===== config.mk =====
export PLATFORM = sky130hd
export DESIGN_NAME = hazard_controller_flat
export DESIGN_NICKNAME = d
export VERILOG_FILES = /design/src/rtl/hazard_pkg.sv /design/src/rtl/hazard_controller_if.sv /design/src/rtl/hazard_controller_forward_select.sv /design/src/rtl/hazard_controller.sv /design/src/flat_wrapper.sv
export SDC_FILE = /design/constraint.sdc
export NUM_CORES = 1
export LEC_CHECK = 0
export CAP_MARGIN = 20
export CORE_UTILIZATION = 45
export CTS_BUF_LIST = sky130_fd_sc_hd__clkbuf_16
export DETAILED_ROUTE_END_ITERATION = 10
export DONT_BUFFER_PORTS = 1
export GPL_TIMING_DRIVEN = 0
export PLACE_DENSITY_LB_ADDON = 0.12
export SLEW_MARGIN = 5
export SYNTH_ARGS = -nofsm -noshare
export SYNTH_HDL_FRONTEND = slang
export SYNTH_SLANG_ARGS = --single-unit

===== constraint.sdc =====
create_clock -name clk -period 2.1 [get_ports clk]
set_clock_uncertainty 0.05 [all_clocks]
set_input_delay 0.315 -clock clk [delete_from_list [all_inputs] [get_ports clk]]
set_output_delay 0.315 -clock clk [all_outputs]
set_load 0.05 [all_outputs]

===== src/rtl/hazard_pkg.sv =====
// Shared types for the pipeline hazard controller: forwarding-mux selects and
// multi-cycle execute FSM states.
package hazard_pkg;

  typedef enum logic [1:0] {
    FWD_RF = 2'b00,
    FWD_W  = 2'b01,
    FWD_M  = 2'b10
  } fwd_sel_t;

  typedef enum logic [1:0] {
    IDLE = 2'b00,
    BUSY = 2'b01,
    DONE = 2'b10
  } mc_state_t;

  localparam int unsigned STALL_CNT_W = 32;

endpackage


===== src/rtl/hazard_controller_if.sv =====
// Pipeline-side bundle of the hazard controller: register addresses and stage
// controls in, forwarding selects, stall/flush and multi-cycle status out.
interface hazard_controller_if #(
  parameter int REG_ADDR_WIDTH = 5,
  parameter int MC_LEN_WIDTH   = 6
);
  logic [REG_ADDR_WIDTH-1:0] Rs1D, Rs2D;
  logic [REG_ADDR_WIDTH-1:0] Rs1E, Rs2E, RdE;
  logic [REG_ADDR_WIDTH-1:0] RdM, RdW;
  logic                      RegWriteM, RegWriteW;
  logic                      LoadE, PCSrcE, MultiCycleE;
  logic [MC_LEN_WIDTH-1:0]   McLenE;

  logic [1:0]                ForwardAE, ForwardBE;
  logic                      StallF, StallD, StallE;
  logic                      FlushD, FlushE, FlushM;
  logic                      McStart, McBusy, McDone;
  logic [31:0]               StallCount;

  modport master (
    output Rs1D, Rs2D, Rs1E, Rs2E, RdE, RdM, RdW,
    output RegWriteM, RegWriteW, LoadE, PCSrcE, MultiCycleE, McLenE,
    input  ForwardAE, ForwardBE, StallF, StallD, StallE,
    input  FlushD, FlushE, FlushM, McStart, McBusy, McDone, StallCount
  );

  modport slave (
    input  Rs1D, Rs2D, Rs1E, Rs2E, RdE, RdM, RdW,
    input  RegWriteM, RegWriteW, LoadE, PCSrcE, MultiCycleE, McLenE,
    output ForwardAE, ForwardBE, StallF, StallD, StallE,
    output FlushD, FlushE, FlushM, McStart, McBusy, McDone, StallCount
  );
endinterface


===== src/rtl/hazard_controller_forward_select.sv =====
// Operand forwarding select for one Execute source register; the Memory stage
// wins over Writeback because it holds the younger result.
module forward_select
  import hazard_pkg::*;
#(
  parameter int REG_ADDR_WIDTH = 5
) (
  input  logic [REG_ADDR_WIDTH-1:0] rs_i,
  input  logic [REG_ADDR_WIDTH-1:0] rd_m_i,
  input  logic [REG_ADDR_WIDTH-1:0] rd_w_i,
  input  logic                      reg_write_m_i,
  input  logic                      reg_write_w_i,
  output fwd_sel_t                  fwd_o
);

  always_comb begin
    fwd_o = FWD_RF;
    if (reg_write_m_i && (rd_m_i != '0) && (rd_m_i == rs_i)) begin
      fwd_o = FWD_M;
    end else if (reg_write_w_i && (rd_w_i != '0) && (rd_w_i == rs_i)) begin
      fwd_o = FWD_W;
    end
  end

endmodule


===== src/rtl/hazard_controller.sv =====
// Hazard controller: forwarding, load-use stall, branch flush and a counted
// multi-cycle execute sequencer with a saturating stall-cycle counter.
module hazard_controller
  import hazard_pkg::*;
#(
  parameter int REG_ADDR_WIDTH = 5,
  parameter int MC_LEN_WIDTH   = 6
) (
  input  logic         clk,
  input  logic         rst_n,
  hazard_controller_if.slave hz
);

  fwd_sel_t                 fwd_a, fwd_b;
  mc_state_t                state_q, state_d;
  logic [MC_LEN_WIDTH-1:0]  cnt_q, cnt_d;
  logic [MC_LEN_WIDTH-1:0]  len_eff;
  logic [STALL_CNT_W-1:0]   stall_cnt_q, stall_cnt_d;
  logic                     lw_stall, mc_start, mc_busy, mc_done, mc_stall, stall_fd;

  function automatic logic [STALL_CNT_W-1:0] sat_inc(input logic [STALL_CNT_W-1:0] v);
    return (v == '1) ? v : v + STALL_CNT_W'(1);
  endfunction

  forward_select #(.REG_ADDR_WIDTH(REG_ADDR_WIDTH)) u_fwd_a (
    .rs_i          (hz.Rs1E),
    .rd_m_i        (hz.RdM),
    .rd_w_i        (hz.RdW),
    .reg_write_m_i (hz.RegWriteM),
    .reg_write_w_i (hz.RegWriteW),
    .fwd_o         (fwd_a)
  );

  forward_select #(.REG_ADDR_WIDTH(REG_ADDR_WIDTH)) u_fwd_b (
    .rs_i          (hz.Rs2E),
    .rd_m_i        (hz.RdM),
    .rd_w_i        (hz.RdW),
    .reg_write_m_i (hz.RegWriteM),
    .reg_write_w_i (hz.RegWriteW),
    .fwd_o         (fwd_b)
  );

  always_comb begin
    lw_stall = hz.LoadE && (hz.RdE != '0) &&
               ((hz.RdE == hz.Rs1D) || (hz.RdE == hz.Rs2D));
    // A zero latency is treated as a single-cycle op.
    len_eff  = (hz.McLenE == '0) ? MC_LEN_WIDTH'(1) : hz.McLenE;
  end

  always_comb begin
    state_d  = state_q;
    cnt_d    = cnt_q;
    mc_start = 1'b0;
    mc_busy  = 1'b0;
    mc_done  = 1'b0;
    unique case (state_q)
      IDLE: begin
        if (hz.MultiCycleE && !hz.PCSrcE) begin
          mc_start = 1'b1;
          mc_busy  = 1'b1;
          cnt_d    = len_eff - MC_LEN_WIDTH'(1);
          state_d  = (len_eff == MC_LEN_WIDTH'(1)) ? DONE : BUSY;
        end
      end
      BUSY: begin
        mc_busy = 1'b1;
        if (cnt_q == MC_LEN_WIDTH'(1)) begin
          state_d = DONE;
          cnt_d   = '0;
        end else begin
          cnt_d = cnt_q - MC_LEN_WIDTH'(1);
        end
      end
      DONE: begin
        mc_done = 1'b1;
        state_d = IDLE;
      end
      default: begin
        state_d = IDLE;
        cnt_d   = '0;
      end
    endcase
  end

  always_comb begin
    mc_stall    = mc_start || (state_q == BUSY);
    stall_fd    = lw_stall || mc_stall;
    stall_cnt_d = stall_fd ? sat_inc(stall_cnt_q) : stall_cnt_q;
  end

  always_ff @(posedge clk or negedge rst_n) begin
    if (!rst_n) begin
      state_q     <= IDLE;
      cnt_q       <= '0;
      stall_cnt_q <= '0;
    end else begin
      state_q     <= state_d;
      cnt_q       <= cnt_d;
      stall_cnt_q <= stall_cnt_d;
    end
  end

  // Reset holds every combinational control quiet, independent of the inputs.
  always_comb begin
    hz.ForwardAE  = rst_n ? fwd_a : FWD_RF;
    hz.ForwardBE  = rst_n ? fwd_b : FWD_RF;
    hz.StallF     = rst_n && stall_fd;
    hz.StallD     = rst_n && stall_fd;
    hz.StallE     = rst_n && mc_stall;
    hz.FlushM     = rst_n && mc_stall;
    hz.FlushD     = rst_n && hz.PCSrcE && !mc_stall;
    hz.FlushE     = rst_n && (lw_stall || hz.PCSrcE) && !mc_stall;
    hz.McStart    = rst_n && mc_start;
    hz.McBusy     = rst_n && mc_busy;
    hz.McDone     = rst_n && mc_done;
    hz.StallCount = stall_cnt_q;
  end

endmodule


===== src/flat_wrapper.sv =====
// flat-port wrapper written by rule: the top's interface ports become plain ports
module hazard_controller_flat import hazard_pkg::*;
#(
  parameter int REG_ADDR_WIDTH = 5,
  parameter int MC_LEN_WIDTH   = 6
)
  (clk, rst_n, hz_Rs1D, hz_Rs2D, hz_Rs1E, hz_Rs2E, hz_RdE, hz_RdM, hz_RdW, hz_RegWriteM, hz_RegWriteW, hz_LoadE, hz_PCSrcE, hz_MultiCycleE, hz_McLenE, hz_ForwardAE, hz_ForwardBE, hz_StallF, hz_StallD, hz_StallE, hz_FlushD, hz_FlushE, hz_FlushM, hz_McStart, hz_McBusy, hz_McDone, hz_StallCount);
  hazard_controller_if #(.REG_ADDR_WIDTH(REG_ADDR_WIDTH), .MC_LEN_WIDTH(MC_LEN_WIDTH)) hz_i ();
  input  logic clk;
  input  logic rst_n;
  input wire logic [$bits(hz_i.Rs1D)-1:0] hz_Rs1D;
  input wire logic [$bits(hz_i.Rs2D)-1:0] hz_Rs2D;
  input wire logic [$bits(hz_i.Rs1E)-1:0] hz_Rs1E;
  input wire logic [$bits(hz_i.Rs2E)-1:0] hz_Rs2E;
  input wire logic [$bits(hz_i.RdE)-1:0] hz_RdE;
  input wire logic [$bits(hz_i.RdM)-1:0] hz_RdM;
  input wire logic [$bits(hz_i.RdW)-1:0] hz_RdW;
  input wire logic [$bits(hz_i.RegWriteM)-1:0] hz_RegWriteM;
  input wire logic [$bits(hz_i.RegWriteW)-1:0] hz_RegWriteW;
  input wire logic [$bits(hz_i.LoadE)-1:0] hz_LoadE;
  input wire logic [$bits(hz_i.PCSrcE)-1:0] hz_PCSrcE;
  input wire logic [$bits(hz_i.MultiCycleE)-1:0] hz_MultiCycleE;
  input wire logic [$bits(hz_i.McLenE)-1:0] hz_McLenE;
  output wire logic [$bits(hz_i.ForwardAE)-1:0] hz_ForwardAE;
  output wire logic [$bits(hz_i.ForwardBE)-1:0] hz_ForwardBE;
  output wire logic [$bits(hz_i.StallF)-1:0] hz_StallF;
  output wire logic [$bits(hz_i.StallD)-1:0] hz_StallD;
  output wire logic [$bits(hz_i.StallE)-1:0] hz_StallE;
  output wire logic [$bits(hz_i.FlushD)-1:0] hz_FlushD;
  output wire logic [$bits(hz_i.FlushE)-1:0] hz_FlushE;
  output wire logic [$bits(hz_i.FlushM)-1:0] hz_FlushM;
  output wire logic [$bits(hz_i.McStart)-1:0] hz_McStart;
  output wire logic [$bits(hz_i.McBusy)-1:0] hz_McBusy;
  output wire logic [$bits(hz_i.McDone)-1:0] hz_McDone;
  output wire logic [$bits(hz_i.StallCount)-1:0] hz_StallCount;
  assign hz_i.Rs1D = hz_Rs1D;
  assign hz_i.Rs2D = hz_Rs2D;
  assign hz_i.Rs1E = hz_Rs1E;
  assign hz_i.Rs2E = hz_Rs2E;
  assign hz_i.RdE = hz_RdE;
  assign hz_i.RdM = hz_RdM;
  assign hz_i.RdW = hz_RdW;
  assign hz_i.RegWriteM = hz_RegWriteM;
  assign hz_i.RegWriteW = hz_RegWriteW;
  assign hz_i.LoadE = hz_LoadE;
  assign hz_i.PCSrcE = hz_PCSrcE;
  assign hz_i.MultiCycleE = hz_MultiCycleE;
  assign hz_i.McLenE = hz_McLenE;
  assign hz_ForwardAE = hz_i.ForwardAE;
  assign hz_ForwardBE = hz_i.ForwardBE;
  assign hz_StallF = hz_i.StallF;
  assign hz_StallD = hz_i.StallD;
  assign hz_StallE = hz_i.StallE;
  assign hz_FlushD = hz_i.FlushD;
  assign hz_FlushE = hz_i.FlushE;
  assign hz_FlushM = hz_i.FlushM;
  assign hz_McStart = hz_i.McStart;
  assign hz_McBusy = hz_i.McBusy;
  assign hz_McDone = hz_i.McDone;
  assign hz_StallCount = hz_i.StallCount;
  hazard_controller #(.REG_ADDR_WIDTH(REG_ADDR_WIDTH), .MC_LEN_WIDTH(MC_LEN_WIDTH)) u_core (.clk(clk), .rst_n(rst_n), .hz(hz_i));
endmodule

==> flow_metrics.tcl <==
set metrics [dict create \
    synth.most_common_cell "dfrtp_1" \
    rsz0062_at_grt "true" \
    ys_warn_count 0 \
    pwr-share-seq 0.388 \
    fmax_mhz 464 \
    dp_hpwl_microns 4600 \
    synth_flop_cell "dfrtp_1" \
    worstRegToRegCells 6 \
    startpoint "u_core.hz.StallCount[1]$_DFFE_PN0P_" \
    hold_slack_ns 0.225 \
    dp_slack_ns -0.312 \
    crit_fanout 5 \
    leakagePower_nw 1.40 \
    worstHoldEndpoint "u_core.cnt_q[5]$_DFFE_PN0P_" \
    cts_made_buffers 5 \
    row_count 27 \
    ant_nets 0 \
    yosysTopAreaCell "dfrtp_1" \
    ys_ff_latch 40 \
    antenna_found_initial 0 \
    portBuffers 0 \
    die_h_microns 79.4 \
    r2r_slack_ns -0.06 \
    die_x_microns 79.4 \
    place_congestion 0.758 \
    diodes 0 \
    synth_edf_count 0 \
    fin_crit_ns 2.16 \
    overflow 0 \
    core-area_sq_um 5640 \
    startpoint_type "flip-flop" \
    syn_area_per_cell_sq_um 9.71 \
    ir_drop_v 0.000470 \
    synthTopCellsByArea "dfrtp_1, xnor2_1, xor2_1" \
    timing.final.ws_setup_ns -0.0562 \
    hold_depth 2 \
    slew_headroom 0.393 \
    worstSetupEndpointType "flip-flop" \
    synth.top_cell.area_share 0.371 \
    synthCells 278 \
    critical_path.top_delay_family "simple AND/OR/NAND/NOR gates" \
    path_clk_slew_ns 0.06 \
    worst_pin_slew_ns 0.908 \
    htreeDepth 2 \
    worstHoldStart "hz_McLenE[5]" \
    first_pass_iters 4 \
    crit_type "flip-flop to flip-flop" \
    cts_tree "built" \
    top_layer_used "met4" \
    dieArea_sq_um 6310 \
    violations "negative setup slack" \
    wl_met3_microns 400 \
    clock_path_buffers 2 \
    numClockSinks 40 \
    vias_per_cell 5.84 \
    syn_area_sq_um 2700 \
    r2r_start "u_core.hz.StallCount[1]$_DFFE_PN0P_" \
    drt_iter0_markers 65 \
    clockRootBuffer "clkbuf_16" \
    drive_gt1_frac 0.317 \
    drv_slew 0 \
    switchingPower_mw 1.41 \
    grt_pass1_vias 2203 \
    syn2layout_area_growth_pct 26.0 \
    yosys-top-cells-count "dfrtp_1, xnor2_1, xor2_1" \
    wl_per_cell_microns 17.7 \
    worstReg2RegEnd "u_core.hz.StallCount[1]$_DFFE_PN0P_" \
    power.share.clock 0.303 \
    clk_latency_ns 0.28 \
    grt_max_degree 41 \
    power_density_nw_per_um2 1070 \
    async_flop_share 1.00 \
    critPathBufInv 0 \
    cpPeakStageDelay_ns 0.57 \
    worstHoldPathType "input port to flip-flop" \
    synth_nets 331 \
    power_frac_comb 0.309 \
    internal_power_mw 2.23 \
    crit_slowest_cell "dfrtp_2" \
    fin_crit_sh 1.03 \
    cp.required_ns 2.21 \
    sw_frac_of_total 0.388 \
    drc 0 \
    start_util 0.478 \
    crit_chain "ha_4, and4_4, nand3_4, or3_4, nand2_4, mux2_4" \
    met1_length_microns 2790 \
    status "finished, violations left" \
    finalSetupViolations 10 \
    cp.arrival_ns 2.27 \
    grtUsageTotal 0.217 \
    ys_types 50 \
    nets 352 \
    met2_length_microns 3360 \
    grt_pass1_wl_microns 10700 \
    ys_seq_area_frac 0.371 \
    vias 2173 \
    finalHoldViolCount 0 \
    drv_cap 0 \
    routed_wl_microns 6600 \
    num_io_pins 93 \
]
-- worst max-delay path by stage --
stage | endpoint | depth (start not counted) | slack, ns
floorplan | hz_ForwardAE[0] | 4 | -0.07
global placement | hz_StallF | 6 | -0.31
detailed placement | hz_StallF | 6 | -0.31
CTS | hz_StallF | 5 | -0.08
global route | hz_StallF | 5 | -0.1
finish | u_core.hz.StallCount[1]$_DFFE_PN0P_ | 6 | -0.06
-- routing by layer --
metal / global-route usage / vias to the layer above
met3: 0.0594 / 6
met4: 0.0491 / 0
li1: - / 1050
met5: 0 / -
met2: 0.372 / 66
met1: 0.270 / 1051
-- power by group through the flow --
stage,clock network (mW),registers [mW],logic [mW]
after floorplan,0,1.33,0.818
after CTS,1.13,1.41,1.06
after detailed placement,0,1.37,0.988
after global routing,1.16,1.44,1.23
after global placement,0,1.37,0.961
final,1.10,1.41,1.12
-- registers in the layout, summed over array words and instances, names as in the netlist --
| signal | cells |
|---|---|
| u_core.state_q | 2 |
| u_core.hz.StallCount | 32 |
| u_core.cnt_q | 6 |
-- stage by stage --
step           area (sq um)  utilization  power (mW)  cells  setup TNS (ns)
5_1_grt                3400        0.603        3.83    372           -1.07
3_3_place_gp           2860        0.507        2.33    350           -1.77
6_report               3400        0.603        3.64    372          -0.167
3_5_place_dp           2860        0.507        2.36    350           -2.07
2_1_floorplan          2770            -        2.14    278         -0.0681
4_1_cts                3250        0.576        3.60    367          -0.134
-- placed cells by master (no fill, tap or decap), types with 4 or more instances in the layout --
cell type / n
xnor2_1: 32
xor2_1: 30
dfrtp_2: 26
nor2_1: 18
nand4_1: 13
nand3_1: 12
buf_4: 12
dfrtp_1: 12
and3_1: 10
nand2_1: 10
o21ai_0: 8
inv_1: 7
nor3_1: 6
clkbuf_16: 6
a21oi_1: 5
and4_4: 5
a22oi_1: 4
nand4b_1: 4
ha_1: 4
-- what timing repair did --
| item | CTS | global route |
|---|---|---|
| resized for setup | 28 | 20 |
| pin swaps | 10 | 18 |
| endpoints found under the hold margin | 40 | 0 |
| hold buffers | 2 | 0 |
| setup endpoints to repair | 32 | 30 |
| setup buffers | 8 | 4 |
| gates cloned | 0 | 1 |
-- logic make-up after synthesis --
group	after synthesis	synth area share
simple gates	120	0.277
xor+xnor	63	0.204
flops	40	0.371
compound gates	31	0.0765
buf+inv	15	0.0325
fa+ha+maj	5	0.0232
mux	4	0.0158
-- layout make-up --
| class | count | area, sq um |
|---|---|---|
| clock buffer | 5 | 125 |
| tap | 72 | 90.1 |
| clock inverter | 3 | 90.1 |
| timing repair buffer | 15 | 149 |
| buffer | 7 | 75.1 |
| fill | 484 | 2240 |
| sequential | 40 | 1040 |
| inverter | 7 | 26.3 |
| multi-input combinational | 223 | 1800 |
(Power assumes the default switching activity.)
